`src/rtl/msu_sd_pkg.sv`:
```
// Shared constants, FSM state type and the byte-offset compare used by the
// MSU sector responder.
package msu_sd_pkg;

    localparam int SECTOR_BYTES = 512;
    localparam int SECTOR_WORDS = 256;
    localparam int OFF_W        = 41;

    typedef enum logic [2:0] {
        IDLE,
        ACK_WAIT,
        FETCH,
        WRITE,
        GAP,
        DONE
    } sd_state_e;

    // True when a byte offset lies at or beyond the end of the image.
    function automatic logic off_at_or_past(input logic [OFF_W-1:0] off,
                                            input logic [63:0]      size);
        return {23'd0, off} >= size;
    endfunction

endpackage

```
`src/rtl/msu_sd_zero_fill.sv`:
```
// Decides whether a word must be fetched and masks image bytes that fall
// past the end of the image.
module msu_sd_zero_fill
    import msu_sd_pkg::*;
(
    input  logic [OFF_W-1:0] off,
    input  logic [63:0]      size,
    input  logic [15:0]      mem_rdata,
    output logic [15:0]      data,
    output logic             need_fetch
);

    logic last_byte_only;

    assign need_fetch     = !off_at_or_past(off, size);
    // Only the low (even) byte of this word is still inside the image.
    assign last_byte_only = ({23'd0, off} + 64'd1) == size;

    assign data = !need_fetch    ? 16'h0000 :
                  last_byte_only ? {8'h00, mem_rdata[7:0]} :
                                   mem_rdata;

endmodule

```
`src/rtl/msu_sd_sector_responder.sv`:
```
// Host-side responder of the MSU sector-read handshake: acknowledges a
// request and streams one sector of words out of a backing memory.
module msu_sd_sector_responder
    import msu_sd_pkg::*;
#(
    parameter int SECTOR_WORDS = msu_sd_pkg::SECTOR_WORDS,
    parameter int ACK_LATENCY  = 4,
    parameter int WR_GAP       = 0,
    parameter int MEM_AW       = 24
) (
    input  logic              clk,
    input  logic              reset,
    input  logic [63:0]       img_size,
    input  logic [31:0]       sd_lba,
    input  logic              sd_rd,
    output logic              sd_ack,
    output logic [7:0]        sd_buff_addr,
    output logic [15:0]       sd_buff_dout,
    output logic              sd_buff_wr,
    output logic [MEM_AW-1:0] mem_addr,
    output logic              mem_rd,
    input  logic [15:0]       mem_rdata,
    input  logic              mem_valid,
    output logic              busy,
    output logic              oob
);

    localparam int               IDX_W    = $clog2(SECTOR_WORDS);
    localparam logic [IDX_W-1:0] IDX_LAST = IDX_W'(SECTOR_WORDS - 1);
    localparam int               BYTE_SH  = $clog2(SECTOR_BYTES);

    sd_state_e        state, state_n;
    logic [15:0]      cnt, cnt_n;
    logic [IDX_W-1:0] idx, idx_n;
    logic [31:0]      lba, lba_n;
    logic [63:0]      size, size_n;
    logic [15:0]      data, data_n;
    logic             pending, pending_n;

    logic [OFF_W-1:0] off;
    logic [OFF_W-1:0] req_off;
    logic [15:0]      zf_data;
    logic             need_fetch;

    assign off     = (OFF_W'(lba) << BYTE_SH) + (OFF_W'(idx) << 1);
    assign req_off = OFF_W'(sd_lba) << BYTE_SH;

    msu_sd_zero_fill u_zero_fill (
        .off        (off),
        .size       (size),
        .mem_rdata  (mem_rdata),
        .data       (zf_data),
        .need_fetch (need_fetch)
    );

    // NOTE: the sequential process only uses non-blocking assignments so every
    // register samples the pre-edge value of every other register.
    always_ff @(posedge clk) begin
        if (reset) begin
            state   <= IDLE;
            cnt     <= '0;
            idx     <= '0;
            lba     <= '0;
            size    <= '0;
            data    <= '0;
            pending <= 1'b0;
        end else begin
            state   <= state_n;
            cnt     <= cnt_n;
            idx     <= idx_n;
            lba     <= lba_n;
            size    <= size_n;
            data    <= data_n;
            pending <= pending_n;
        end
    end

    // NOTE: every combinational output gets a default first, so no path can
    // leave a signal unassigned and infer a latch.
    always_comb begin
        state_n   = state;
        cnt_n     = cnt;
        idx_n     = idx;
        lba_n     = lba;
        size_n    = size;
        data_n    = data;
        pending_n = pending;
        mem_rd    = 1'b0;

        case (state)
            IDLE: begin
                if (sd_rd) begin
                    lba_n   = sd_lba;
                    size_n  = img_size;
                    cnt_n   = 16'(ACK_LATENCY - 1);
                    state_n = ACK_WAIT;
                end
            end
            ACK_WAIT: begin
                if (cnt == '0) begin
                    idx_n   = '0;
                    state_n = FETCH;
                end else begin
                    cnt_n = cnt - 16'd1;
                end
            end
            FETCH: begin
                // A response only counts while a read is outstanding here.
                if (!pending) begin
                    if (need_fetch) begin
                        mem_rd    = 1'b1;
                        pending_n = 1'b1;
                    end else begin
                        data_n  = zf_data;
                        state_n = WRITE;
                    end
                end else if (mem_valid) begin
                    data_n    = zf_data;
                    pending_n = 1'b0;
                    state_n   = WRITE;
                end
            end
            WRITE: begin
                if (idx == IDX_LAST) begin
                    state_n = DONE;
                end else begin
                    idx_n = idx + 1'b1;
                    if (WR_GAP > 0) begin
                        cnt_n   = 16'(WR_GAP - 1);
                        state_n = GAP;
                    end else begin
                        state_n = FETCH;
                    end
                end
            end
            GAP: begin
                if (cnt == '0) begin
                    state_n = FETCH;
                end else begin
                    cnt_n = cnt - 16'd1;
                end
            end
            DONE:    state_n = IDLE;
            default: state_n = IDLE;
        endcase
    end

    assign busy         = state != IDLE;
    assign sd_ack       = (state == FETCH) || (state == WRITE) || (state == GAP);
    assign sd_buff_wr   = state == WRITE;
    assign sd_buff_addr = 8'(idx);
    assign sd_buff_dout = data;
    assign mem_addr     = MEM_AW'(lba) * MEM_AW'(SECTOR_WORDS) + MEM_AW'(idx);
    assign oob          = !reset && (state == IDLE) && sd_rd
                          && off_at_or_past(req_off, img_size);

endmodule

```
`config.mk`:
```
export PLATFORM = sky130hd
export DESIGN_NAME = msu_sd_sector_responder
export DESIGN_NICKNAME = d
export VERILOG_FILES = /design/src/rtl/msu_sd_pkg.sv /design/src/rtl/msu_sd_zero_fill.sv /design/src/rtl/msu_sd_sector_responder.sv
export SDC_FILE = /design/constraint.sdc
export NUM_CORES = 1
export LEC_CHECK = 0
export CORE_UTILIZATION = 40
export DETAILED_ROUTE_END_ITERATION = 7
export PLACE_DENSITY_LB_ADDON = 0.08
export SLEW_MARGIN = 20
export SYNTH_ARGS = -nofsm -noshare
export SYNTH_HDL_FRONTEND = slang
export SYNTH_HIERARCHICAL = 1
export SYNTH_SLANG_ARGS = --single-unit
```
`constraint.sdc`:
```
create_clock -name clk -period 3.4 [get_ports clk]
set_clock_uncertainty 0.2 [all_clocks]
set_input_delay 0.51 -clock clk [delete_from_list [all_inputs] [get_ports clk]]
set_output_delay 0.51 -clock clk [all_outputs]
set_load 0.02 [all_outputs]
```
# == Yosys cells after proc, flatten, opt, wreduce, memory -nomap -nowiden ==
# Index checks and enable logic that the tools add are counted.
# word_totals
reg_bits,140
latch_bits,0
ram_bits,0
romBits,0
inputBits,116
output_inout_bits,53
memories,0
# classes
add_sub_neg,5
multipliers,0
div,0
magnitude_cmp,2
eq_ne,14
shifts,0
muxes,23
bitwise,0
reduce_logical,18
# ops
operator,count
greater-or-equal comparator 41 x 64 -> 1 bit,2
two-way mux 16 bit,7
== test 64 bit,1
"adder 41 x 1 -> 42 bit, second input constant",1
adder 41 x 9 -> 41 bit,1
case mux 16 bit (2 select lines),1
adder 24 x 8 -> 24 bit,1
two-way mux 3 bit,6
logical NOT 16 bit,1
two-way mux 8 bit,2
case mux 8 bit (2 select lines),1
"subtractor 16 x 1 -> 16 bit, second input constant",1
case mux 3 bit (4 select lines),1
"!= test 2 bit, second input constant",5
AND reduction 3 bit,3
"adder 8 x 1 -> 8 bit, second input constant",1
"== test 8 bit, second input constant",1
"== test 3 x 2 -> 1 bit, second input constant",2
nonzero test 2 bit,3
two-way mux 1 bit,5
AND reduction 4 bit,1
"== test 3 x 1 -> 1 bit, second input constant",1
"== test 3 bit, second input constant",1
logical AND 1 bit,3
9 further kinds,10

# == Logic depth before layout (Yosys ltp) ==
# Gate-level depths: netlist of run 1.
# logic_depth
ltp_word,7
depth_mapped,17

# == By module ==
# The synthesis of run 1 kept the hierarchy.
# by_module_without_submodules
mod,n_inst,cells_per_inst,area_per_inst_um2,seq_area_each_um2
msu_sd_sector_responder,1,802,6267.3,2802.7
msu_sd_zero_fill,1,393,2716.4,0.0

# == Worst setup path before layout of run 1 ==
# No wires, ideal clock.
# synth_timing
path_kind,register -> register
start,register idx[4] (netlist: sd_buff_addr[4])
end,register data[0] (netlist: sd_buff_dout[0])
setup_ps,71
arrival_time_ps,3362
required_ps,3129
setup_slack_ps,-232
stages_incl_launch_ff,17
synth_period_minus_slack_ps,3632
cell_sequence,dfxtp_1 ha_1 a21o_1 a21o_1 a21oi_1 o21ai_0 a21oi_1 nor4bb_1 o31ai_1 clkbuf_1 nor2_1 a21oi_1 or2_2 clkbuf_1 clkbuf_1 nand2_1 a21oi_1
# synth_between
elab_chain_cells,5
word_cells_on_any_way,8
classes_between,1 x add/sub; 1 x order compare; 4 x mux; 2 x reduce/logical
# synth_lines
item,line_no,source
"start, declared",msu_sd_sector_responder.sv:34,"logic [IDX_W-1:0] idx, idx_n;"
"start signal, assigned",msu_sd_sector_responder.sv:70,idx <= idx_n;
adder 41 x 9 -> 41 bit *,msu_sd_sector_responder.sv:45,assign off = (OFF_W'(lba) << BYTE_SH) + (OFF_W'(idx) << 1);
greater-or-equal comparator 41 x 64 -> 1 bit *,msu_sd_pkg.sv:21,"return {23'd0, off} >= size;"
two-way mux 16 bit,msu_sd_zero_fill.sv:19,assign data = !need_fetch ? 16'h0000 :
two-way mux 16 bit (on tied branches),"msu_sd_sector_responder.sv:110, msu_sd_sector_responder.sv:117",
two-way mux 16 bit,msu_sd_sector_responder.sv:109,if (!pending) begin
"end signal, assigned",msu_sd_sector_responder.sv:73,data <= data_n;
"end, declared",msu_sd_sector_responder.sv:37,"logic [15:0] data, data_n;"
# Mark *: on every way between the ends. The rest lies on a longest branch, timed or not. The select of a mux whose other input is x is not followed.
# A chain may end at the register's enable or synchronous reset.

# == Worst setup path after layout of run 1 ==
# layout_timing
start,register size[46]
end,output mem_rd
# layout_between
elab_chain_cells,4
# layout_lines
item,line_no,source
"start, declared",msu_sd_sector_responder.sv:36,"logic [63:0] size, size_n;"
"start signal, assigned",msu_sd_sector_responder.sv:72,size <= size_n;
greater-or-equal comparator 41 x 64 -> 1 bit,msu_sd_pkg.sv:21,
two-way mux 1 bit,msu_sd_sector_responder.sv:110,if (need_fetch) begin
two-way mux 1 bit,msu_sd_sector_responder.sv:109,
two-way mux 1 bit,msu_sd_sector_responder.sv:90,case (state)
"end, declared",msu_sd_sector_responder.sv:21,"output logic mem_rd,"
# Every way passes these cells.

==> impl_metrics.csv, run 1 <==
group,metric,value,unit
outcome,status,"finished, final reports clean",
die,core,21890,sq um
cells_and_area,area_delta_synth_final,39.51,%
sta,grt_setup_unrepaired,"yes",
global_route,grt_max_degree,66,
clock_tree,cts_max_level,4,
sta,drv_slew,0,
sta,fmax,296.8,MHz
drt,wl_per_cell,15.33,microns
power_and_ir_drop,cellInternalPower,4.739,mW
yosys,yosysWarnings,6,
sta,finalHoldViolations,0,
clock_tree,cts-root-buf,"clkbuf_16",
cells_and_area,final_util,0.5725,
clock_tree,cts_tree,"built",
clock_tree,cts_made_buffers,17,
clock_tree,clock_path_buffers,2,
power_and_ir_drop,p_seq_frac,0.280,
drt,drtIter0Drc,481,
power_and_ir_drop,power.density,647.0,nW/um^2
cells_and_area,antenna_cells,0,
yosys,synth_edf_count,0,
setup_path,crit_required,2.69,ns
yosys,synthDistinctLibCells,67,
setup_path,start_kind,"flop",
sta,period_share,0.9911,
global_route,overflow,0,
clock_tree,cts_hold_buffers,0,
clock_tree,clk-insertion-delay-late,0.43,ns
power_and_ir_drop,p_clk_frac,0.231,
drt,drt.antenna.violating_nets,0,
drt,drcViolationCount,0,
power_and_ir_drop,p_switching,3.371,mW
die,initial_core_util,0.4104,
setup_path,cpMostUsedCell,"or4_1",
yosys,async_flop_share,0,
clock_tree,postCtsSetupBuffers,0,
global_route,grt_util_all_layers,0.2317,
clock_tree,cts_sinks,140,
yosys,synthCells,1195,
setup_path,cp_slowest_cell,"or4_1",
setup_path,crit_type,"flop to primary output",
drt,vias,8985,
power_and_ir_drop,ir_drop,0.5166,mV
die,fp.dieArea,23060,sq um
yosys,seq_area_frac_synth,0.3120,
die,io_pins,169,
die,row_count,54,
yosys,ys_seq_elements,140,
power_and_ir_drop,combPwrFrac,0.489,
placed_design,place_congestion,0.8732,
power_and_ir_drop,p_leak,5.107,nW
cells_and_area,layout.nets,1638,
setup_path,max_stage_delay,0.63,ns
setup_path,end_kind,"primary output",
sta,layout_min_cycle_time,3.370,ns
drt,drt-vias-per-instance,5.167,
cells_and_area,layout_common_cells,"nand2_1 (271), clkdlybuf4s50_1 (165), a21oi_1 (144)",
drt,first_pass_iters,5,
setup_path,r2r_slack,0.15,ns
power_and_ir_drop,power,8.110,mW
cells_and_area,fillerInstances,2138,
setup_path,arrival,2.66,ns
placed_design,portBuffers,168,
global_route,grt_pass1_vias,8775,
cells_and_area,final_common_cell,"nand2_1",
yosys,synth.cell_area,8984,sq um
sta,setup-violations-final,0,
die,die_h,151.9,microns
yosys,avgSynthCellArea,7.518,sq um
power_and_ir_drop,netSwitchingFraction,0.4156,
yosys,synth_ff_type,"dfxtp_1",
cells_and_area,layout-drive-gt1-share,0.1618,
placed_design,place_inst,1707,
die,die_x,151.9,microns
global_route,antenna_found_initial,0,
global_route,grt_pass1_wl,43.92,mm
worst_hold_path,hold_class,"flop to flop",
run,maxCapViolations,0,
setup_path,crit_chain,"or4_1, or4_1, nor3_2, o31ai_4, nor3b_2, buf_4",
sta,slew-limit-headroom,0.3107,
drt,wl,26.66,mm
cells_and_area,fin_cells,1739,
sta,worst_pin_slew,1.024,ns
clock_tree,clk_pin_slew_worst_paths,0.07,ns
setup_path,crit_fanout,2,
placed_design,hpwlAfterDp,19.82,mm
routing by layer:
layer,vias to the layer above,wire length [microns],share of wire,GRT usage
met3,32,1241,0.047,0.04991
met4,0,350,0.013,0.06048
met2,193,12510,0.47,0.3898
met5,-,0,0,0
li1,4626,-,-,-
met1,4134,12550,0.47,0.2991
worst paths after layout:
kind,endpoint,startpoint,cells past startpoint
min,size[50],size[50],2
min reg2reg,size[50],size[50],2
max reg2reg,sd_buff_dout[11],size[46],11
max,mem_rd,size[46],6
cells by family (layout without fill, tap and decap cells):
family	after synthesis	in the layout	share of synthesized area
other	1	5	0.0004174
adders and majority gates	76	76	0.1058
xor gates and xnor gates	70	70	0.06824
DFF	140	140	0.3120
muxes	10	10	0.01170
AOI/OAI and AO/OA	232	232	0.1504
buffers and inverters	152	412	0.07576
and+or+nand+nor	514	514	0.2756
sequential cells by signal (all words and copies together), names as in the netlist:
signal        flops
size             64
lba              32
cnt              16
sd_buff_dout     16
sd_buff_addr      8
state             3
pending           1
worst max-delay path, delay by kind of cell (launching register included):
family	cells	cell delay (ns)
compound gates	1	0.12
buf+inv	1	0.15
flops	1	0.31
simple gates	4	1.64
layout make-up:
type | count | area, sq um | share of cell area
clock buffer | 17 | 425.4 | 0.03394
inverter | 79 | 296.5 | 0.02366
multi-input combinational | 907 | 5778 | 0.4610
clock inverter | 15 | 168.9 | 0.01348
timing repair buffer | 301 | 2698 | 0.2152
tap | 280 | 350.3 | 0.02795
sequential | 140 | 2816 | 0.2247
repair_timing:
action                                  CTS  global route
pin swaps                                14            15
resized for setup                        40            27
endpoints found under the setup margin   19            19
cloned                                    0             0
through the flow:
stage                     area, sq um  worst slack, ns  setup TNS (ns)  hold slack [ns]
final                           12530          0.03042               0           0.2538
after global routing            12530         -0.06928        -0.06928           0.2747
after CTS                       12390         -0.02683        -0.02683           0.2562
after detailed placement        11690          -0.5465          -1.762           0.2465
after global placement          11690          -0.4714         -0.7848           0.2418
after floorplan                  9012         0.009379               0           0.2308
synth_stat cells (all sizes together), types with 29 or more instances:
master / number / share of area
a21oi: 150 / 0.084
buf: 34 / 0.026
clkbuf: 39 / 0.016
dfxtp: 140 / 0.31
ha: 76 / 0.11
inv: 79 / 0.033
nand2: 271 / 0.11
nand4: 36 / 0.025
nor2: 55 / 0.023
nor4: 29 / 0.021
xnor2: 41 / 0.040
xor2: 29 / 0.028
power groups by stage:
| stage | registers (mW) | logic [mW] | clock network, mW |
|---|---|---|---|
| after global routing | 2.32 | 4.41 | 1.99 |
| after CTS | 2.26 | 3.88 | 1.92 |
| after detailed placement | 2.28 | 3.76 | 0 |
| final | 2.27 | 3.96 | 1.88 |
| after floorplan | 2.32 | 2.50 | 0 |
| after global placement | 2.28 | 3.74 | 0 |
Power figures use the tool's default switching activity.
==> inputs of run 2 (changes only) <==
--- a/config.mk
+++ b/config.mk
@@ -7,6 +7,7 @@
 export LEC_CHECK = 0
 export CORE_UTILIZATION = 40
 export DETAILED_ROUTE_END_ITERATION = 7
+export MAX_ROUTING_LAYER = met4
 export PLACE_DENSITY_LB_ADDON = 0.08
 export SLEW_MARGIN = 20
 export SYNTH_ARGS = -nofsm -noshare
==> impl_metrics.csv, run 2 (synthesized netlist as in run 1, its figures left out) <==
group,metric,value,unit
placed_design,portBuffers,168,
clock_tree,clk-insertion-delay-late,0.43,ns
sta,setup-violations-final,0,
sta,fmax,296.7,MHz
clock_tree,clk_pin_slew_worst_paths,0.07,ns
setup_path,r2r-start,"size[46]",
clock_tree,cts_hold_buffers,0,
drt,wl,26.67,mm
clock_tree,cts_tree,"built",
drt,drcViolationCount,0,
setup_path,crit_required,2.69,ns
setup_path,crit_chain,"or4_1, or4_1, nor3_2, o31ai_4, nor3b_2, buf_4",
cells_and_area,area_delta_synth_final,39.51,%
cells_and_area,final_common_cell,"nand2_1",
cells_and_area,largest-register,"size",
cells_and_area,reg_top3,"size (64), lba (32)",
setup_path,arrival,2.66,ns
drt,drt-vias-per-instance,5.172,
cells_and_area,layout-drive-gt1-share,0.1618,
global_route,grt_max_degree,66,
placed_design,dpl-instance-area,11690,sq um
die,fp.dieArea,23060,sq um
die,initial_core_util,0.4104,
setup_path,end_kind,"primary output",
worst_hold_path,hold_class,"flop to flop",
run,maxCapViolations,0,
worst_hold_path,min_from,"size[48]",
power_and_ir_drop,ir_drop,0.5165,mV
setup_path,crit_type,"flop to primary output",
setup_path,crit_buf_inv,1,
cells_and_area,fillerInstances,2138,
clock_tree,cts_max_level,4,
sta,layout_min_cycle_time,3.370,ns
die,die_x,151.9,microns
die,io_pins,169,
cells_and_area,stdcell_area,12530,sq um
global_route,antenna_found_initial,0,
setup_path,crit_fanout,2,
drt,wl_per_cell,15.33,microns
cells_and_area,antenna_cells,0,
sta,worst_pin_slew,1.076,ns
global_route,grt_pass1_vias,8766,
setup_path,max_stage_delay,0.63,ns
sta,period_share,0.9911,
setup_path,startpoint,"size[46]",
cells_and_area,seqCellArea,2816,sq um
drt,vias,8994,
sta,slew-limit-headroom,0.2760,
outcome,status,"finished, final reports clean",
clock_tree,cts_sinks,140,
die,die_h,151.9,microns
setup_path,cp_slowest_cell,"or4_1",
clock_tree,cts_made_buffers,17,
sta,drv_slew,0,
cells_and_area,layout_common_cells,"nand2_1 (271), clkdlybuf4s50_1 (165), a21oi_1 (144)",
cells_and_area,layout.nets,1638,
setup_path,cpMostUsedCell,"or4_1",
cells_and_area,largest_reg_flops,64,
sta,setup_tns,0,ns
drt,drt.antenna.violating_nets,0,
clock_tree,clock_path_buffers,2,
drt,drtIter0Drc,495,
global_route,grt_pass1_wl,43.93,mm
drt,first_pass_iters,5,
die,core,21890,sq um
sta,finalHoldViolations,0,
global_route,grt_util_all_layers,0.2387,
placed_design,place_congestion,0.8876,
cells_and_area,multi_input_comb_area,5778,sq um
clock_tree,postCtsSetupBuffers,0,
setup_path,critPathTopFamily,"simple AND/OR/NAND/NOR gates",
cells_and_area,final_util,0.5725,
die,row_count,54,
clock_tree,cts-root-buf,"clkbuf_16",
power_and_ir_drop,power.density,647.0,nW/um^2
setup_path,start_kind,"flop",
global_route,overflow,0,
power_and_ir_drop,p_leak,5.107,nW
placed_design,hpwlAfterDp,19.82,mm
sta,grt_setup_unrepaired,"yes",
-- run 2: cell counts in the layout (fill, tap and decap cells not counted) --
Identical to the previous run, type by type.
-- run 2: worst paths after layout --
check	slack (ns)	cells after the start	to
worst max-delay path	0.03	6	mem_rd
worst min-delay path	0.25	2	size[48]
worst max register to register	0.14	11	sd_buff_dout[11]
worst min register to register	0.25	2	size[48]
-- run 2: worst register-to-register path, cell delays in order, from the launching register on --
cell,delay [ns]
dfxtp_1,0.31
or4_1,0.57
or4_1,0.63
nor3_1,0.25
nand4_1,0.10
nor4_1,0.34
buf_4,0.18
nand3_2,0.06
buf_4,0.18
and3_1,0.18
nand2_1,0.06
a21oi_1,0.06
-- run 2: power by group --
part / total (mW) / switching, mW / internal (mW)
Clock: 1.88 / 0.887 / 0.988
Combinational: 3.96 / 2.21 / 1.76
Sequential: 2.27 / 0.274 / 2.00
-- run 2: cell type report --
type	instances	area share
Multi-Input combinational cell	907	0.4610
Tap cell	280	0.02795
Clock buffer	17	0.03394
Sequential cell	140	0.2247
Inverter	79	0.02366
Clock inverter	15	0.01348
Timing Repair Buffer	301	0.2152
-- run 2: layer usage --
layer  routed length, microns  GRT usage  up-vias
met4                      336    0.06000        0
met1                    12600     0.2993     4150
li1                         -          -     4627
met3                     1235    0.04877       23
met2                    12490     0.3905      194
met5                        0          -        -
-- run 2: through the flow --
stage | instances | power [mW] | worst slack (ns) | hold slack [ns]
2_1_floorplan | 1199 | 4.823 | 0.009379 | 0.2308
3_3_place_gp | 1707 | 6.016 | -0.4714 | 0.2418
3_5_place_dp | 1707 | 6.046 | -0.5465 | 0.2465
4_1_cts | 1739 | 8.064 | -0.02683 | 0.2562
5_1_grt | 1739 | 8.729 | -0.06927 | 0.2743
6_report | 1739 | 8.109 | 0.03014 | 0.2542
-- run 2: timing repair --
| item | CTS | global route |
|---|---|---|
| resized for setup | 40 | 27 |
| pin swaps | 14 | 15 |
| endpoints found under the hold margin | 0 | 0 |
| setup endpoints to repair | 19 | 19 |
